**config.mk**
```make
export PLATFORM = sky130hd
export DESIGN_NAME = prime_search_engine_flat
export DESIGN_NICKNAME = d
export VERILOG_FILES = /design/src/rtl/prime_pkg.sv /design/src/rtl/prime_search_engine_if.sv /design/src/rtl/prime_mod_unit.sv /design/src/rtl/prime_search_engine.sv /design/src/flat_wrapper.sv
export SDC_FILE = /design/constraint.sdc
export NUM_CORES = 1
export LEC_CHECK = 0
export ABC_AREA = 1
export BUFFER_PORTS_ARGS = -buffer_cell sky130_fd_sc_hd__buf_2
export CORE_MARGIN = 1
export CORE_UTILIZATION = 41
export CTS_CLUSTER_SIZE = 28
export DETAILED_ROUTE_END_ITERATION = 8
export GPL_TIMING_DRIVEN = 0
export PLACE_DENSITY = 0.58
export SETUP_SLACK_MARGIN = 0.3
export SKIP_LAST_GASP = 1
export SYNTH_ARGS = -nofsm -noshare
export SYNTH_HDL_FRONTEND = slang
export SYNTH_HIERARCHICAL = 1
export SYNTH_SLANG_ARGS = --single-unit
export TNS_END_PERCENT = 1
```
**constraint.sdc**
```tcl
create_clock -name clk -period 5.1 [get_ports clk]
set_input_delay 1.02 -clock clk [delete_from_list [all_inputs] [get_ports clk]]
set_output_delay 1.02 -clock clk [all_outputs]
set_load 0.05 [all_outputs]
```
**src/rtl/prime_pkg.sv**
```systemverilog
// Shared types and constants for the prime search engine and its divider.
package prime_pkg;

    typedef enum logic [2:0] {
        ST_IDLE  = 3'd0,
        ST_PREP  = 3'd1,
        ST_CHECK = 3'd2,
        ST_DIV   = 3'd3,
        ST_NEXT  = 3'd4,
        ST_OUT   = 3'd5,
        ST_FAIL  = 3'd6
    } prime_state_t;

    // First odd trial divisor and its square.
    localparam int unsigned D_INIT   = 3;
    localparam int unsigned DSQ_INIT = 9;

endpackage

```
**src/rtl/prime_search_engine_if.sv**
```systemverilog
// Host-side control and result handshake of the prime search engine.
interface prime_search_engine_if #(
    parameter int unsigned W = 32
);
    logic         start;
    logic [W-1:0] seed;
    logic         cont;
    logic         busy;
    logic         prime_valid;
    logic [W-1:0] prime;
    logic         prime_ready;
    logic         no_prime;

    modport master (
        output start, seed, cont, prime_ready,
        input  busy, prime_valid, prime, no_prime
    );

    modport slave (
        input  start, seed, cont, prime_ready,
        output busy, prime_valid, prime, no_prime
    );
endinterface

```
**src/rtl/prime_mod_unit.sv**
```systemverilog
// Restoring remainder unit: dividend mod divisor, one quotient bit per cycle.
module prime_mod_unit #(
    parameter int unsigned W = 32
) (
    input  logic         clk,
    input  logic         rst,
    input  logic         load,
    input  logic [W-1:0] dividend,
    input  logic [W-1:0] divisor,
    output logic         done,
    output logic [W-1:0] rem
);
    localparam int unsigned CW = $clog2(W + 1);

    logic [W-1:0]  rem_q;
    logic [W-1:0]  sh_q;
    logic [CW-1:0] cnt_q;
    logic          done_q;

    // Shift one dividend bit into the partial remainder and subtract if it fits.
    function automatic logic [W-1:0] rstep(input logic [W-1:0] r, input logic b,
                                           input logic [W-1:0] dv);
        logic [W:0] t;
        t = {r, b};
        if (t >= {1'b0, dv}) begin
            t = t - {1'b0, dv};
        end
        return t[W-1:0];
    endfunction

    // The load edge already consumes the first bit, so done follows W cycles after load.
    always_ff @(posedge clk) begin
        if (rst) begin
            rem_q  <= '0;
            sh_q   <= '0;
            cnt_q  <= '0;
            done_q <= 1'b0;
        end else if (load) begin
            rem_q  <= rstep('0, dividend[W-1], divisor);
            sh_q   <= dividend << 1;
            cnt_q  <= CW'(W - 1);
            done_q <= 1'b0;
        end else if (cnt_q != '0) begin
            rem_q  <= rstep(rem_q, sh_q[W-1], divisor);
            sh_q   <= sh_q << 1;
            cnt_q  <= cnt_q - CW'(1);
            done_q <= (cnt_q == CW'(1));
        end else begin
            done_q <= 1'b0;
        end
    end

    assign done = done_q;
    assign rem  = rem_q;

endmodule

```
**src/rtl/prime_search_engine.sv**
```systemverilog
// Searches upward from a seed for the next prime by odd trial division;
// results leave on a valid/ready port, optionally streaming consecutive primes.
module prime_search_engine
    import prime_pkg::*;
#(
    parameter int unsigned W       = 32,
    parameter bit          CONT_EN = 1'b1
) (
    input logic                  clk,
    input logic                  rst,
    prime_search_engine_if.slave bus
);
    localparam int unsigned DW = 2 * W + 1;
    localparam int unsigned WP = W + 1;

    prime_state_t   state_q, state_n;
    logic [W-1:0]   cand_q, cand_n;
    logic [W-1:0]   d_q, d_n;
    logic [DW-1:0]  dsq_q, dsq_n;
    logic [W-1:0]   prime_q, prime_n;
    logic           valid_q, valid_n;
    logic           busy_q;
    logic           no_prime_q;
    logic           load_c;
    logic           mod_done;
    logic [W-1:0]   mod_rem;
    logic [W:0]     inc1_c;
    logic [W:0]     inc2_c;

    // Carry bit flags a candidate step that leaves the W-bit range.
    assign inc1_c = {1'b0, cand_q} + WP'(1);
    assign inc2_c = {1'b0, cand_q} + WP'(2);

    prime_mod_unit #(.W(W)) u_mod (
        .clk      (clk),
        .rst      (rst),
        .load     (load_c),
        .dividend (cand_q),
        .divisor  (d_q),
        .done     (mod_done),
        .rem      (mod_rem)
    );

    // Next-state and datapath update.
    always_comb begin
        state_n = state_q;
        cand_n  = cand_q;
        d_n     = d_q;
        dsq_n   = dsq_q;
        prime_n = prime_q;
        valid_n = valid_q;
        load_c  = 1'b0;
        case (state_q)
            ST_IDLE: begin
                if (bus.start) begin
                    cand_n  = bus.seed;
                    state_n = ST_PREP;
                end
            end
            ST_PREP: begin
                if (cand_q < W'(2)) begin
                    cand_n  = W'(2);
                    state_n = ST_OUT;
                end else if (cand_q == W'(2)) begin
                    state_n = ST_OUT;
                end else if (!cand_q[0]) begin
                    if (inc1_c[W]) state_n = ST_FAIL;
                    else           cand_n  = inc1_c[W-1:0];
                end else begin
                    d_n     = W'(D_INIT);
                    dsq_n   = DW'(DSQ_INIT);
                    state_n = ST_CHECK;
                end
            end
            ST_CHECK: begin
                if (dsq_q > DW'(cand_q)) begin
                    state_n = ST_OUT;
                end else begin
                    load_c  = 1'b1;
                    state_n = ST_DIV;
                end
            end
            ST_DIV: begin
                if (mod_done) begin
                    if (mod_rem == '0) begin
                        state_n = ST_NEXT;
                    end else begin
                        // (d+2)^2 = d^2 + 4d + 4, kept incrementally to avoid a multiplier.
                        dsq_n   = dsq_q + (DW'(d_q) << 2) + DW'(4);
                        d_n     = d_q + W'(2);
                        state_n = ST_CHECK;
                    end
                end
            end
            ST_NEXT: begin
                if (inc2_c[W]) begin
                    state_n = ST_FAIL;
                end else begin
                    cand_n  = inc2_c[W-1:0];
                    d_n     = W'(D_INIT);
                    dsq_n   = DW'(DSQ_INIT);
                    state_n = ST_CHECK;
                end
            end
            ST_OUT: begin
                if (!valid_q) begin
                    valid_n = 1'b1;
                    prime_n = cand_q;
                end else if (bus.prime_ready) begin
                    valid_n = 1'b0;
                    if (CONT_EN && bus.cont) begin
                        if (inc1_c[W]) begin
                            state_n = ST_FAIL;
                        end else begin
                            cand_n  = inc1_c[W-1:0];
                            state_n = ST_PREP;
                        end
                    end else begin
                        state_n = ST_IDLE;
                    end
                end
            end
            ST_FAIL: begin
                state_n = ST_IDLE;
            end
            default: begin
                state_n = ST_IDLE;
            end
        endcase
    end

    // State, datapath and registered outputs.
    always_ff @(posedge clk) begin
        if (rst) begin
            state_q    <= ST_IDLE;
            cand_q     <= '0;
            d_q        <= '0;
            dsq_q      <= '0;
            prime_q    <= '0;
            valid_q    <= 1'b0;
            busy_q     <= 1'b0;
            no_prime_q <= 1'b0;
        end else begin
            state_q    <= state_n;
            cand_q     <= cand_n;
            d_q        <= d_n;
            dsq_q      <= dsq_n;
            prime_q    <= prime_n;
            valid_q    <= valid_n;
            busy_q     <= (state_n != ST_IDLE);
            no_prime_q <= (state_n == ST_FAIL);
        end
    end

    assign bus.busy        = busy_q;
    assign bus.prime_valid = valid_q;
    assign bus.prime       = prime_q;
    assign bus.no_prime    = no_prime_q;

endmodule

```
**src/flat_wrapper.sv**
```systemverilog
// flat-port wrapper written by rule: the top's interface ports become plain ports
module prime_search_engine_flat import prime_pkg::*;
#(
    parameter int unsigned W       = 32,
    parameter bit          CONT_EN = 1'b1
)
  (clk, rst, bus_start, bus_seed, bus_cont, bus_prime_ready, bus_busy, bus_prime_valid, bus_prime, bus_no_prime);
  prime_search_engine_if #(.W(W)) bus_i ();
  input logic clk;
  input logic rst;
  input wire logic [$bits(bus_i.start)-1:0] bus_start;
  input wire logic [$bits(bus_i.seed)-1:0] bus_seed;
  input wire logic [$bits(bus_i.cont)-1:0] bus_cont;
  input wire logic [$bits(bus_i.prime_ready)-1:0] bus_prime_ready;
  output wire logic [$bits(bus_i.busy)-1:0] bus_busy;
  output wire logic [$bits(bus_i.prime_valid)-1:0] bus_prime_valid;
  output wire logic [$bits(bus_i.prime)-1:0] bus_prime;
  output wire logic [$bits(bus_i.no_prime)-1:0] bus_no_prime;
  assign bus_i.start = bus_start;
  assign bus_i.seed = bus_seed;
  assign bus_i.cont = bus_cont;
  assign bus_i.prime_ready = bus_prime_ready;
  assign bus_busy = bus_i.busy;
  assign bus_prime_valid = bus_i.prime_valid;
  assign bus_prime = bus_i.prime;
  assign bus_no_prime = bus_i.no_prime;
  prime_search_engine #(.W(W), .CONT_EN(CONT_EN)) u_core (.clk(clk), .rst(rst), .bus(bus_i));
endmodule
```
==> results of run 1 <==
[routing by layer]
metal / track usage / part of all wire / wire (um) / up-vias
met5: 0 / 0 / 0 / -
met4: 0.118 / 0.040 / 3100 / 0
met3: 0.0560 / 0.090 / 7080 / 151
met2: 0.459 / 0.41 / 32300 / 882
met1: 0.433 / 0.46 / 36000 / 10300
li1: - / - / - / 11300
[final cells by class]
cell class | count | area (um^2)
plain buffers | 106 | 593
clock buffers | 42 | 885
clock inverters | 12 | 133
fillers | 5361 | 26400
inverters | 441 | 1660
multi-input cells | 2653 | 13400
flip-flops and latches | 236 | 4720
well taps | 664 | 831
repair buffers | 70 | 350
[per-stage QoR]
step | worst slack, ns | cell area (um^2) | utilization | power [W] | cells
3_5_place_dp | 0.923 | 21500 | 0.440 | 0.00761 | 4170
5_1_grt | 0.463 | 22600 | 0.461 | 0.0106 | 4224
4_1_cts | 0.868 | 22600 | 0.461 | 0.00982 | 4224
3_3_place_gp | 0.931 | 21500 | 0.440 | 0.00760 | 4170
6_report | 0.674 | 22600 | 0.461 | 0.00987 | 4224
2_1_floorplan | 2.35 | 20400 | - | 0.00606 | 3436
[cells in the final DEF, fill, tap and decap left out, drive strengths merged, types with 3 or more instances in the layout]
master | synthesis | routed
a21o | 4 | 4
a21oi | 265 | 265
a22oi | 7 | 7
a31o | 6 | 6
a31oi | 13 | 13
and2 | 7 | 7
buf | 48 | 118
clkbuf | 58 | 100
clkinv | 7 | 13
clkinvlp | 0 | 3
dfxtp | 236 | 236
ha | 136 | 136
inv | 434 | 435
mux2i | 4 | 4
nand2 | 1116 | 1116
nand3 | 255 | 255
nand3b | 54 | 54
nand4 | 81 | 81
nor2 | 392 | 392
nor3 | 47 | 47
nor4 | 12 | 12
o2111ai | 6 | 6
o21ai | 152 | 152
o21bai | 5 | 5
o32ai | 3 | 3
or2 | 18 | 18
xnor2 | 18 | 18
xor2 | 37 | 37
[sequential cells by signal, summed over array words and instances, names as in the netlist, 3 cells and up]
| name | count |
|---|---|
| u_core/bus.prime | 32 |
| u_core/cand_q | 32 |
| u_core/d_q | 32 |
| u_core/dsq_q | 64 |
| u_core/state_q | 3 |
| u_core/u_mod/cnt_q | 6 |
| u_core/u_mod/rem | 32 |
| u_core/u_mod/sh_q | 31 |
[how the worst max path moves through the flow]
stage                                   start                                 to  slack [ns]  cells past startpoint
6_report       u_core/cand_q[14]$_SDFFE_PP0P_  u_core/u_mod/rem[23]$_SDFFE_PP0P_        0.67                     17
5_1_grt        u_core/cand_q[14]$_SDFFE_PP0P_  u_core/u_mod/rem[23]$_SDFFE_PP0P_        0.46                     17
4_1_cts        u_core/cand_q[14]$_SDFFE_PP0P_  u_core/u_mod/rem[23]$_SDFFE_PP0P_        0.87                     17
3_5_place_dp   u_core/cand_q[14]$_SDFFE_PP0P_  u_core/u_mod/rem[23]$_SDFFE_PP0P_        0.92                     17
3_3_place_gp   u_core/cand_q[14]$_SDFFE_PP0P_  u_core/u_mod/rem[23]$_SDFFE_PP0P_        0.93                     17
2_1_floorplan  u_core/cand_q[14]$_SDFFE_PP0P_  u_core/u_mod/rem[11]$_SDFFE_PP0P_        2.35                     17
[worst register-to-register path: stages (launching register included)]
cell and delay, ns:
dfxtp_1 0.66, inv_1 0.28, ha_1 0.37, nand2_1 0.06, nor2_1 0.13, nand2_1 0.15, nor4_1 0.39, nand3_1 0.21
nand2_1 0.11, nand2_1 0.10, inv_1 0.08, clkbuf_1 0.38, nor2_2 0.12, inv_1 0.34, nand2_1 0.13, inv_2 0.14
clkbuf_1 0.47, a21oi_1 0.16
[power by group through the flow]
stage | clock (W) | sequential [W] | combinational [W]
2_1_floorplan | 0 | 0.00229 | 0.00377
3_3_place_gp | 0 | 0.00243 | 0.00517
3_5_place_dp | 0 | 0.00243 | 0.00518
4_1_cts | 0.00223 | 0.00239 | 0.00520
5_1_grt | 0.00230 | 0.00243 | 0.00589
6_report | 0.00218 | 0.00241 | 0.00528
[kinds of logic after synthesis]
family,Yosys count,synth area share
buf+inv,547,0.111
fa+ha+maj,138,0.0855
simple gates,1987,0.423
compound gates,469,0.123
flops,236,0.232
xor+xnor,55,0.0237
mux,4,0.00197
==> impl_metrics.toml, run 1 <==
[worst_setup_path]
cp_max_fo = 10
worst-path-buf-inv = 6
cp_data_arrival_time_ns = 4.86
end_kind = "flip-flop"
r2r_cells = 17
path_class = "reg2reg"
path_common_cell = "nand2_1"
reg2reg_slack_ns = 0.67
r2r-end = "u_core/u_mod/rem[23]$_SDFFE_PP0P_"
cpLargestDelayFamily = "buffers and inverters"
critPathLaunchType = "flip-flop"
slowest_delay_ns = 0.66
critPathRequiredTime_ns = 5.53
cp_slowest_cell = "dfxtp_1"
r2r_start = "u_core/cand_q[14]$_SDFFE_PP0P_"
worstPathCellList = "inv_1, ha_1, nand2_1, nor2_1, nand2_1, nor4_1, nand3_1, nand2_1, nand2_1, inv_1, clkbuf_1, nor2_2, inv_1, nand2_1, inv_2, clkbuf_1, a21oi_1"

[yosys]
synth-async-reset-ratio = 0
ys.warnings.count = 6
synth_seq_area_share = 0.232
synth_cells = 3436
synth_seq_cells = 236
yosys.area.top_type_share = 0.232
synth_flop_cell = "dfxtp_1"
synth_area_leader_cell = "dfxtp_1"
synth.distinct_cells = 57
syn_nets = 3611
yosys-top-cells-count = "1091 x nand2_1, 421 x inv_1, 374 x nor2_1"
synth.area.top_cells = "dfxtp_1 23%, nand2_1 20%, ha_1 8.4%"
yosysMostFrequentCell = "nand2_1"
synth_edf_count = 0
synth_area_um2 = 20400
syn_avg_cell_area_um2 = 5.93

[clock_network]
htreeDepth = 1
numCtsBuffers = 29
clk_path_buf_depth = 3
cts_tree = "built"
cts-resized-gates = 0
cts-root-buf = "clkbuf_16"
clk_pin_slew_ns = 0.07
postCtsSetupBuffers = 0
cts_hold_buf = 0
clkSinkCount = 236
clock_latency_ns = 0.60

[cells_and_area]
antenna_cells = 0
layout-drive-gt1-share = 0.0742
syn_to_final_growth_pct = 10.8
layout.nets = 3712

[power]
switching_share = 0.484
vdd_drop_max_uv = 207
p_seq_frac = 0.244
p_per_area_nw_per_um2 = 437
p_clk_frac = 0.221
intPower_w = 0.00509
comb_power_share = 0.535
power_switching_w = 0.00478
cellLeakagePower_nw = 10.9

[sta]
max_clock_freq_mhz = 226
setup-tns-final_ns = 0
fin_hold_ws_ns = 0.465
slew_viol_final = 0
finClkSkew_ns = 0.0334
hold_viol_final = 0
max_slew_margin = 0.231
setup_viol = 0
fin_crit_sh = 0.868
rsz0062_at_grt = "no"
finalCriticalPeriod_ns = 4.43
worstMarginPinSlew_ns = 1.15

[job]
maxCapViolCount = 0

[global_routing]
antenna_found_initial = 0
grt_pass1_vias = 20700
grt_max_degree = 16
grt_pass1_wl_mm = 119
grt_usage = 0.307
grt_overflow = 0

[routing]
drtIter0Drc = 2006
drc = 0
wl_per_cell_um = 18.6
wl_mm = 78.5
drtPass1Iterations = 7
vias = 22600
antenna_left = 0
vias_per_cell = 5.35

[worst_hold_path]
min_path_type = "reg2reg"
worst_hold_path.endpoint = "u_core/u_mod/sh_q[22]$_SDFFE_PP0P_"
hold_start = "u_core/u_mod/sh_q[22]$_SDFFE_PP0P_"
hold_depth = 2

[floorplanning]
rows = 81
core_um2 = 49000
die_area_um2 = 50600
start_util = 0.416
ios = 72
die_h_um = 225
die_x_um = 225

[status]
status = "completed"

[placed_design]
place_congestion = 1.04
hpwlAfterDp_mm = 63.9
numPortBuffers = 70
Note: power is estimated with default switching activity, not from simulation.
==> inputs of run 2 (changes only) <==
--- a/config.mk
+++ b/config.mk
@@ -8,11 +8,11 @@
 export ABC_AREA = 1
 export BUFFER_PORTS_ARGS = -buffer_cell sky130_fd_sc_hd__buf_2
 export CORE_MARGIN = 1
-export CORE_UTILIZATION = 41
+export CORE_UTILIZATION = 57
 export CTS_CLUSTER_SIZE = 28
 export DETAILED_ROUTE_END_ITERATION = 8
 export GPL_TIMING_DRIVEN = 0
-export PLACE_DENSITY = 0.58
+export PLACE_DENSITY = 0.86
 export SETUP_SLACK_MARGIN = 0.3
 export SKIP_LAST_GASP = 1
 export SYNTH_ARGS = -nofsm -noshare
==> impl_metrics.toml, run 2 (synthesis results as in run 1) <==
[status]
status = "completed"

[placed_design]
place_congestion = 1.07
hpwlAfterDp_mm = 58.7
numPortBuffers = 70

[power]
cellLeakagePower_nw = 10.9
intPower_w = 0.00504
comb_power_share = 0.535
p_seq_frac = 0.245
power_switching_w = 0.00477
p_per_area_nw_per_um2 = 440
vdd_drop_max_uv = 371
p_clk_frac = 0.220
switching_share = 0.486

[worst_hold_path]
hold_depth = 2
worst_hold_path.endpoint = "u_core/dsq_q[0]$_SDFFE_PP0P_"
min_path_type = "reg2reg"
hold_start = "u_core/dsq_q[0]$_SDFFE_PP0P_"

[sta]
finalCriticalPeriod_ns = 4.21
setup_viol = 0
finClkSkew_ns = 0.0356
max_slew_margin = 0.307
max_clock_freq_mhz = 238
slew_viol_final = 0
setup-tns-final_ns = 0
rsz0062_at_grt = "no"
fin_crit_sh = 0.825
fin_hold_ws_ns = 0.467
hold_viol_final = 0
worstMarginPinSlew_ns = 1.04

[global_routing]
grt_usage = 0.404
grt_max_degree = 16
grt_overflow = 0
antenna_found_initial = 0
grt_pass1_vias = 20700
grt_pass1_wl_mm = 114

[clock_network]
clk_path_buf_depth = 3
cts-resized-gates = 0
cts-root-buf = "clkbuf_16"
postCtsSetupBuffers = 0
cts_hold_buf = 0
clk_pin_slew_ns = 0.06
clkSinkCount = 236
cts_tree = "built"
clock_latency_ns = 0.60
numCtsBuffers = 29
htreeDepth = 1

[cells_and_area]
num-fill-cells = 3406
final-seq-area_um2 = 4720
final_core_util = 0.639
multiInputGateArea_um2 = 13400
layout-drive-gt1-share = 0.0742
largest_register = "u_core/dsq_q"
mostFrequentLayoutCell = "nand2_1"
syn_to_final_growth_pct = 9.48
largest_reg_flops = 64
layout.nets = 3712
layout_common_cells = "1091 x nand2_1, 421 x inv_1, 374 x nor2_1"

[worst_setup_path]
r2r_start = "u_core/cand_q[26]$_SDFFE_PP0P_"
end_kind = "flip-flop"
path_common_cell = "nand2_1"
worst-path-buf-inv = 6
critPathRequiredTime_ns = 5.53
cp_slowest_cell = "dfxtp_1"
reg2reg_slack_ns = 0.89
path_class = "reg2reg"
worstPathCellList = "inv_1, ha_1, nand2_1, nor2_1, nand4_1, nor3_1, nand3_1, nand2_1, nand2_1, inv_1, clkbuf_1, nor2_2, inv_1, nand2_1, inv_2, clkbuf_1, a21oi_1"
cpLargestDelayFamily = "buffers and inverters"
slowest_delay_ns = 0.64
r2r-end = "u_core/u_mod/rem[29]$_SDFFE_PP0P_"
r2r_cells = 17
critPathLaunch = "u_core/cand_q[26]$_SDFFE_PP0P_"
critPathLaunchType = "flip-flop"
cp_max_fo = 10
cp_data_arrival_time_ns = 4.64

[floorplanning]
start_util = 0.584
die_area_um2 = 36500
ios = 72
rows = 68
die_x_um = 191
core_um2 = 34900
die_h_um = 191

[routing]
drtIter0Drc = 2967
drtPass1Iterations = 6
vias = 23300
vias_per_cell = 5.80
wl_per_cell_um = 18.4
antenna_left = 0
wl_mm = 73.7
drc = 0

[job]
maxCapViolCount = 0
run 2: cell count changes in the layout (fill, tap and decap cells not counted), sizes merged:
cell | previous run | this run
bufinv | 2 | 3
clkinvlp | 3 | 1
inv | 435 | 438
diode | 0 | 1
clkinv | 13 | 19
clkbuf | 100 | 92
run 2: metal layers:
layer / share of wire / vias up / track usage
li1: - / 11300 / -
met1: 0.41 / 10400 / 0.551
met2: 0.41 / 1364 / 0.607
met3: 0.13 / 203 / 0.101
met4: 0.043 / 2 / 0.156
met5: 0.00069 / - / 0.0124
run 2: power groups by stage:
stage | logic [W] | registers (W) | clock network (W)
final | 0.00525 | 0.00240 | 0.00216
after global routing | 0.00579 | 0.00242 | 0.00227
after CTS | 0.00508 | 0.00237 | 0.00218
after detailed placement | 0.00505 | 0.00241 | 0
after global placement | 0.00499 | 0.00241 | 0
after floorplan | 0.00377 | 0.00229 | 0
run 2: layout make-up:
cell class                      count  area share
Antenna cell                        1    0.000112
Multi-Input combinational cell   2653       0.600
Timing Repair Buffer               70      0.0157
Clock inverter                     20      0.0105
Sequential cell                   236       0.212
Inverter                          441      0.0746
Buffer                            106      0.0266
Clock buffer                       34      0.0347
Tap cell                          455      0.0255
run 2: how the worst max path moves through the flow:
| stage | end | slack [ns] | cells past startpoint |
|---|---|---|---|
| 2_1_floorplan | u_core/u_mod/rem[11]$_SDFFE_PP0P_ | 2.35 | 17 |
| 3_3_place_gp | u_core/u_mod/rem[23]$_SDFFE_PP0P_ | 1.23 | 17 |
| 3_5_place_dp | u_core/u_mod/rem[29]$_SDFFE_PP0P_ | 1.20 | 17 |
| 4_1_cts | u_core/u_mod/rem[27]$_SDFFE_PP0P_ | 1.15 | 17 |
| 5_1_grt | u_core/u_mod/rem[17]$_SDFFE_PP0P_ | 0.70 | 17 |
| 6_report | u_core/u_mod/rem[29]$_SDFFE_PP0P_ | 0.89 | 17 |
run 2: worst reg2reg max path, delay by kind of cell (launching register included):
family          cells  cell delay, ns
buf+inv             6            1.76
simple gates        9            1.09
flops               1            0.64
fa+ha+maj           1            0.41
compound gates      1            0.15
run 2: metrics by stage:
step | setup WS [ns] | area [um^2] | power, W | cells
finish | 0.892 | 22300 | 0.00981 | 4016
global route | 0.697 | 22300 | 0.0105 | 4015
CTS | 1.15 | 22300 | 0.00963 | 4015
detailed placement | 1.20 | 21300 | 0.00746 | 3961
global placement | 1.23 | 21300 | 0.00740 | 3961
floorplan | 2.35 | 20400 | 0.00606 | 3436
